**src/rtl/map_pkg.sv**
```systemverilog
// Shared types for the map difference scanner: object codes, FSM states,
// default playfield size and the object-flag priority encoder.
package map_pkg;

  localparam int DEF_GRID_W = 16;
  localparam int DEF_GRID_H = 12;

  typedef enum logic [2:0] {
    OBJ_EMPTY  = 3'd0,
    OBJ_HEAD   = 3'd1,
    OBJ_BODY   = 3'd2,
    OBJ_APPLE  = 3'd3,
    OBJ_BORDER = 3'd4
  } obj_code_t;

  typedef enum logic [2:0] {
    ST_IDLE,
    ST_SCAN,
    ST_UPDATE,
    ST_ABORT,
    ST_DONE
  } state_t;

  // Overlapping flags resolve head > body > apple > border.
  function automatic obj_code_t encode_obj(input logic head, input logic body,
                                           input logic apple, input logic border);
    obj_code_t code;
    if (head)        code = OBJ_HEAD;
    else if (body)   code = OBJ_BODY;
    else if (apple)  code = OBJ_APPLE;
    else if (border) code = OBJ_BORDER;
    else             code = OBJ_EMPTY;
    return code;
  endfunction

endpackage

```
**src/rtl/map_shadow_ram.sv**
```systemverilog
// Shadow copy of the last drawn frame: one object code per cell,
// combinational read, synchronous write, index y*GRID_W+x.
module map_shadow_ram #(
  parameter int DEPTH  = 192,
  parameter int CODE_W = 3,
  parameter int ADDR_W = 8
) (
  input  logic              clk,
  input  logic [ADDR_W-1:0] addr,
  input  logic              we,
  input  logic [CODE_W-1:0] wdata,
  output logic [CODE_W-1:0] rdata
);

  logic [CODE_W-1:0] mem [DEPTH];

  // No reset: contents are irrelevant until a forced full refresh rewrites them.
  always_ff @(posedge clk) begin
    if (we) mem[addr] <= wdata;
  end

  assign rdata = mem[addr];

endmodule

```
**src/rtl/map_diff_scanner.sv**
```systemverilog
// Raster-scans the playfield once per frame_tick, compares each cell's object
// code with the shadow frame and requests a draw only where it changed.
module map_diff_scanner
  import map_pkg::*;
#(
  parameter int GRID_W = DEF_GRID_W,
  parameter int GRID_H = DEF_GRID_H,
  parameter int X_W    = $clog2(GRID_W),
  parameter int Y_W    = $clog2(GRID_H),
  parameter int CODE_W = 3
) (
  input  logic              clk,
  input  logic              nrst,
  input  logic              frame_tick,
  input  logic              snake_head,
  input  logic              snake_body,
  input  logic              apple,
  input  logic              border,
  input  logic              full_refresh,
  input  logic              game_over,
  input  logic              mode_pb,
  input  logic              cmd_done,
  output logic [X_W-1:0]    x,
  output logic [Y_W-1:0]    y,
  output logic [CODE_W-1:0] obj_code,
  output logic              en_update,
  output logic              busy,
  output logic              init_cycle,
  output logic              frame_done,
  output logic              sync_reset,
  output logic              frame_overrun
);

  localparam int CELLS  = GRID_W * GRID_H;
  localparam int ADDR_W = $clog2(CELLS);

  // Draw handshake: en_update rises with x/y/obj_code stable and all three
  // hold until the cycle cmd_done is sampled high; en_update then drops for
  // at least one cycle before the next request.
  state_t            state;
  logic              refresh_frame;
  logic              abort_pend;
  logic              game_over_q;
  logic              mode_pb_q;
  logic              abort_edge;
  logic              last_cell;
  logic              changed;
  logic              shadow_we;
  obj_code_t         enc;
  logic [CODE_W-1:0] code;
  logic [CODE_W-1:0] shadow_code;
  logic [ADDR_W-1:0] addr;
  logic [X_W-1:0]    x_adv;
  logic [Y_W-1:0]    y_adv;

  assign abort_edge = (game_over & ~game_over_q) | (mode_pb & ~mode_pb_q);
  assign enc        = encode_obj(snake_head, snake_body, apple, border);
  assign code       = CODE_W'(enc);
  assign addr       = ADDR_W'(int'(y) * GRID_W + int'(x));
  assign last_cell  = (x == X_W'(GRID_W - 1)) && (y == Y_W'(GRID_H - 1));
  assign changed    = refresh_frame || (code != shadow_code);
  assign shadow_we  = (state == ST_SCAN) && !abort_edge && changed;
  assign busy       = (state != ST_IDLE);

  always_comb begin
    x_adv = x + X_W'(1);
    y_adv = y;
    if (x == X_W'(GRID_W - 1)) begin
      x_adv = '0;
      y_adv = y + Y_W'(1);
    end
  end

  map_shadow_ram #(
    .DEPTH (CELLS),
    .CODE_W(CODE_W),
    .ADDR_W(ADDR_W)
  ) u_shadow (
    .clk  (clk),
    .addr (addr),
    .we   (shadow_we),
    .wdata(code),
    .rdata(shadow_code)
  );

  always_ff @(posedge clk or negedge nrst) begin
    if (!nrst) begin
      state         <= ST_IDLE;
      x             <= '0;
      y             <= '0;
      obj_code      <= '0;
      en_update     <= 1'b0;
      frame_done    <= 1'b0;
      sync_reset    <= 1'b0;
      frame_overrun <= 1'b0;
      init_cycle    <= 1'b1;
      refresh_frame <= 1'b0;
      abort_pend    <= 1'b0;
      game_over_q   <= 1'b0;
      mode_pb_q     <= 1'b0;
    end else begin
      game_over_q   <= game_over;
      mode_pb_q     <= mode_pb;
      frame_done    <= 1'b0;
      sync_reset    <= 1'b0;
      frame_overrun <= frame_tick && (state != ST_IDLE);

      case (state)
        ST_IDLE: begin
          if (abort_edge) begin
            state      <= ST_ABORT;
            sync_reset <= 1'b1;
          end else if (frame_tick) begin
            state         <= ST_SCAN;
            x             <= '0;
            y             <= '0;
            refresh_frame <= init_cycle | full_refresh;
          end
        end

        ST_SCAN: begin
          if (abort_edge) begin
            state      <= ST_ABORT;
            sync_reset <= 1'b1;
            x          <= '0;
            y          <= '0;
          end else if (changed) begin
            obj_code  <= code;
            en_update <= 1'b1;
            state     <= ST_UPDATE;
          end else if (last_cell) begin
            state <= ST_DONE;
          end else begin
            x <= x_adv;
            y <= y_adv;
          end
        end

        // An abort seen mid-command is parked until the engine acknowledges.
        ST_UPDATE: begin
          if (cmd_done) begin
            en_update  <= 1'b0;
            abort_pend <= 1'b0;
            if (abort_pend || abort_edge) begin
              state      <= ST_ABORT;
              sync_reset <= 1'b1;
              x          <= '0;
              y          <= '0;
            end else if (last_cell) begin
              state <= ST_DONE;
            end else begin
              state <= ST_SCAN;
              x     <= x_adv;
              y     <= y_adv;
            end
          end else if (abort_edge) begin
            abort_pend <= 1'b1;
          end
        end

        ST_DONE: begin
          x <= '0;
          y <= '0;
          if (abort_edge) begin
            state      <= ST_ABORT;
            sync_reset <= 1'b1;
          end else begin
            state      <= ST_IDLE;
            frame_done <= 1'b1;
            if (refresh_frame) init_cycle <= 1'b0;
          end
        end

        ST_ABORT: begin
          state <= ST_IDLE;
          x     <= '0;
          y     <= '0;
        end

        default: state <= ST_IDLE;
      endcase

      // Placed last so an abort edge outranks the end-of-refresh clear in DONE.
      if (abort_edge) init_cycle <= 1'b1;
    end
  end

endmodule

```
**config.mk**
```make
export PLATFORM = sky130hd
export DESIGN_NAME = map_diff_scanner
export DESIGN_NICKNAME = d
export VERILOG_FILES = /design/src/rtl/map_pkg.sv /design/src/rtl/map_shadow_ram.sv /design/src/rtl/map_diff_scanner.sv
export SDC_FILE = /design/constraint.sdc
export NUM_CORES = 1
export LEC_CHECK = 0
export BUFFER_PORTS_ARGS = -buffer_cell sky130_fd_sc_hd__buf_2
export CORE_ASPECT_RATIO = 0.8
export CORE_MARGIN = 4
export CORE_UTILIZATION = 61
export DETAILED_ROUTE_END_ITERATION = 16
export HOLD_SLACK_MARGIN = 0.1
export PLACE_DENSITY = 0.77
export SYNTH_ARGS = -nofsm -noshare
export SYNTH_HDL_FRONTEND = slang
export SYNTH_SLANG_ARGS = --single-unit
```
**constraint.sdc**
```tcl
create_clock -name clk -period 5.13 [get_ports clk]
set_input_delay 0.7695 -clock clk [delete_from_list [all_inputs] [get_ports clk]]
set_output_delay 0.7695 -clock clk [all_outputs]
set_load 0.02 [all_outputs]
```
==> key figures <==
Cells and area
  – Diode count: 0
  – Proportion of layout cells with a drive suffix above 1: 0.202
  – Area growth, synth to finish: 11.8%
  – Sequential Area: 0.0179 mm²
  – Net total in the final layout: 1,508
  – Number of fillers in the final layout: 2,503
  – Total area of multi-input combinational cells: 0.00626 mm²
  – Utilization after layout: 0.692

Clock network
  – Clock tree from TritonCTS: yes
  – Post-CTS clock slew at the launch and capture registers of the worst setup and hold paths: 0.07 ns
  – Clock tree root buffer cell: clkbuf_16
  – Skew-Pair Late Insertion Delay: 0.60 ns
  – Cts bufs inserted: 54
  – CTS max path bufs: 3
  – # H-tree levels: 2
  – Setup repair bufs after CTS: 0
  – Cts hold-fix bufs: 0
  – Number of sinks handled by clock tree synthesis: 599
  – Post_cts resized: 0

Global route
  – First-pass GRT wire length: 93,000 µm
  – Via count of the first global-routing pass: 14,000
  – Initial antenna violation count: 2
  – Gr usage total: 0.290
  – Global route overflow: 0
  – Pin count of the biggest net entering global routing: 194

Floorplanning
  – Die X: 232 µm
  – Cell Rows: 65
  – Placeable Area: 0.0395 mm²
  – Die ar.: 0.0434 mm²
  – Initial Util: 0.619
  – Top-level I/O count: 28
  – Height of the chip: 187 µm

Min path
  – Class of the tightest hold or removal check: in2async

Critical path
  – Crit Path Max Fanout: 29
  – Critical Path Sink Type: register
  – Required time of the critical path: 5.36 ns
  – Critical setup path kind: reg2reg
  – Worst endpoint data arrival time: 5.20 ns
  – Kind of start point of the critical path: register
  – R2R cell count: 12

Detailed routing
  – Metal-1 WL: 23,500 µm
  – DRC violation count after routing: 0
  – Met2 routed WL: 28,000 µm
  – Final routed wirelength across all metal layers: 62,000 µm
  – Total via count after detailed routing: 14,100
  – Wire length per cell: 30.0 µm
  – Top routing layer used: met5
  – 1st-iter DRT viols: 2,001
  – Amount of wire on met3 after detailed routing: 8460 µm
  – Drt pass-1 iters: 6
  – Count of antenna-violating nets left after detailed routing: 0
  – Vias per Instance: 6.83

Pwr
  – Share of total power in the clock network: 0.356
  – IR Drop Worst-Case VDD: 0.301 mV
  – Switching portion of total power: 0.266
  – Power density over the cells: 433 mW/mm²
  – Fraction of power consumed by sequential logic: 0.465
  – Power, Total: 0.0119 W
  – Cell Int Power: 0.00870 W
  – Comb power frac: 0.178
  – Leakage: 8.52 nW
  – Switching power summed over all nets: 0.00315 W

Yosys
  – Synthesized instance count: 1,450
  – Mean Syn Cell Area: 16.9 µm²
  – Post-Syn Nets: 1,469
  – Number of enable-type register cells in the synthesized netlist: 576
  – FF+latch count, synth: 599
  – Yosys warning total: 0
  – Part of the Yosys area used for sequential elements: 0.731
  – Primary flip-flop cell chosen by synthesis mapping: edfxtp_1
  – Number of different library cells in the post-synthesis netlist: 64
  – Post-Synthesis Cell Area: 0.0245 mm²
  – Async set-or-reset flop fraction in the synthesized netlist: 0.0384

Timing
  – Worst-margin pin slew: 1.29 ns
  – Worst clock skew: 0.0172 ns
  – Share of the clock period used by the worst path after layout: 0.968
  – Worst slew margin: 0.135
  – Minimum clock period after layout: 4.97 ns
  – Final number of max-transition violations: 0
  – Setup TNS after final layout: 0 ns
  – Setup repair after global routing missed its margin: true
  – Final setup violating endpoints: 0
  – Number of failing hold endpoints at the final stage: 0
  – Fmax achieved: 201 MHz

Placed design
  – Count of buffers inserted at the top-level ports: 27
  – Final RePlAce weighted congestion: 0.904
  – Detailed placement HPWL: 37,200 µm

Run
  – Max capacitance violation total: 0

Run status
  – Result of the run: finished clean
routing by layer:
layer	vias to the layer above	global-route usage
li1	5798	-
met3	165	0.0810
met4	4	0.0876
met5	-	0
met2	1083	0.422
met1	7083	0.439
path summary, 6_finish.rpt:
kind / startpoint / end / slack, ns
max: x[1] / u_shadow.mem[55][1] / 0.16
min: nrst / frame_overrun / 0.18
max reg2reg: x[1] / u_shadow.mem[55][1] / 0.16
min reg2reg: init_cycle / init_cycle / 0.48
max in group asynchronous: nrst / x[0] / 4.49
min in group clk: game_over / game_over_q / 0.29
layout make-up:
| type | count | area share |
|---|---|---|
| Sequential cell | 599 | 0.654 |
| Inverter | 11 | 0.00151 |
| Timing Repair Buffer | 80 | 0.0241 |
| Clock inverter | 34 | 0.0154 |
| Clock buffer | 66 | 0.0521 |
| Multi-Input combinational cell | 743 | 0.229 |
| Tap cell | 536 | 0.0245 |
flip-flops by register name, summed over array words and instances (netlist names), 3 cells and up:
register	flops
state	3
y	4
obj_code	3
u_shadow.mem	576
x	4
critical path: stages, from the launching register on:
cell	delay (ns)
dfrtp_4	0.65
nand3_1	0.63
buf_4	0.41
o22ai_1	0.16
a2111oi_0	0.10
o41ai_1	0.58
buf_4	0.25
nor4_2	0.05
xnor2_1	0.36
o41a_1	0.27
buf_12	0.24
nand2_1	0.38
nor3_1	0.52
cells by family (layout without fill, tap and decap cells):
group | after synthesis | count (layout) | synth area share
mux | 205 | 205 | 0.135
fa+ha+maj | 8 | 8 | 0.00409
flops | 599 | 599 | 0.731
simple gates | 387 | 387 | 0.0681
compound gates | 140 | 140 | 0.0404
xor+xnor | 3 | 3 | 0.00107
buf+inv | 108 | 191 | 0.0206
cells in the final DEF, fill, tap and decap left out, types with 19 or more instances in the layout:
cell type / n
nor2_1: 197
clkbuf_16: 54
buf_2: 27
o22ai_1: 25
mux4_2: 100
buf_4: 43
nor3_1: 28
edfxtp_1: 576
o21ai_0: 19
a21oi_1: 22
mux2i_1: 99
nand2_1: 79
stage by stage:
stage / worst slack, ns / instance area [µm²] / std cells / hold WS (ns)
2_1_floorplan: -0.670 / 24700 / 1450 / 0.474
3_3_place_gp: 0.395 / 25500 / 1969 / 0.453
3_5_place_dp: 0.303 / 25500 / 1969 / 0.463
4_1_cts: 0.242 / 27300 / 2069 / 0.179
5_1_grt: -0.0877 / 27400 / 2069 / 0.207
6_report: 0.162 / 27400 / 2069 / 0.176
power by group through the flow:
stage	combinational (W)	clock, W	sequential [W]
global placement	0.00205	0	0.00562
global route	0.00221	0.00447	0.00552
CTS	0.00208	0.00425	0.00551
floorplan	0.00143	0	0.00559
finish	0.00212	0.00422	0.00551
detailed placement	0.00207	0	0.00562
synth_stat cells, drive strengths merged, types with 3 or more instances:
master	instances	share of area
a2111oi	5	0.0018
a211oi	11	0.0034
a21oi	22	0.0045
a221oi	6	0.0021
a22oi	10	0.0031
and2	6	0.0015
buf	49	0.012
clkbuf	48	0.0074
dfrtp	22	0.023
edfxtp	576	0.71
ha	8	0.0041
inv	9	0.0014
mux2	6	0.0028
mux2i	99	0.041
mux4	100	0.092
nand2	80	0.012
nand3	23	0.0047
nand3b	3	0.00092
nand4	4	0.0010
nor2	201	0.031
nor2b	8	0.0020
nor3	41	0.0084
nor4	7	0.0020
o2111ai	4	0.0014
o21ai	19	0.0039
o221ai	7	0.0025
o22ai	25	0.0064
o41ai	3	0.0011
or3	3	0.00077
xnor2	3	0.0011
No activity file was read; power rests on OpenSTA's default activity.
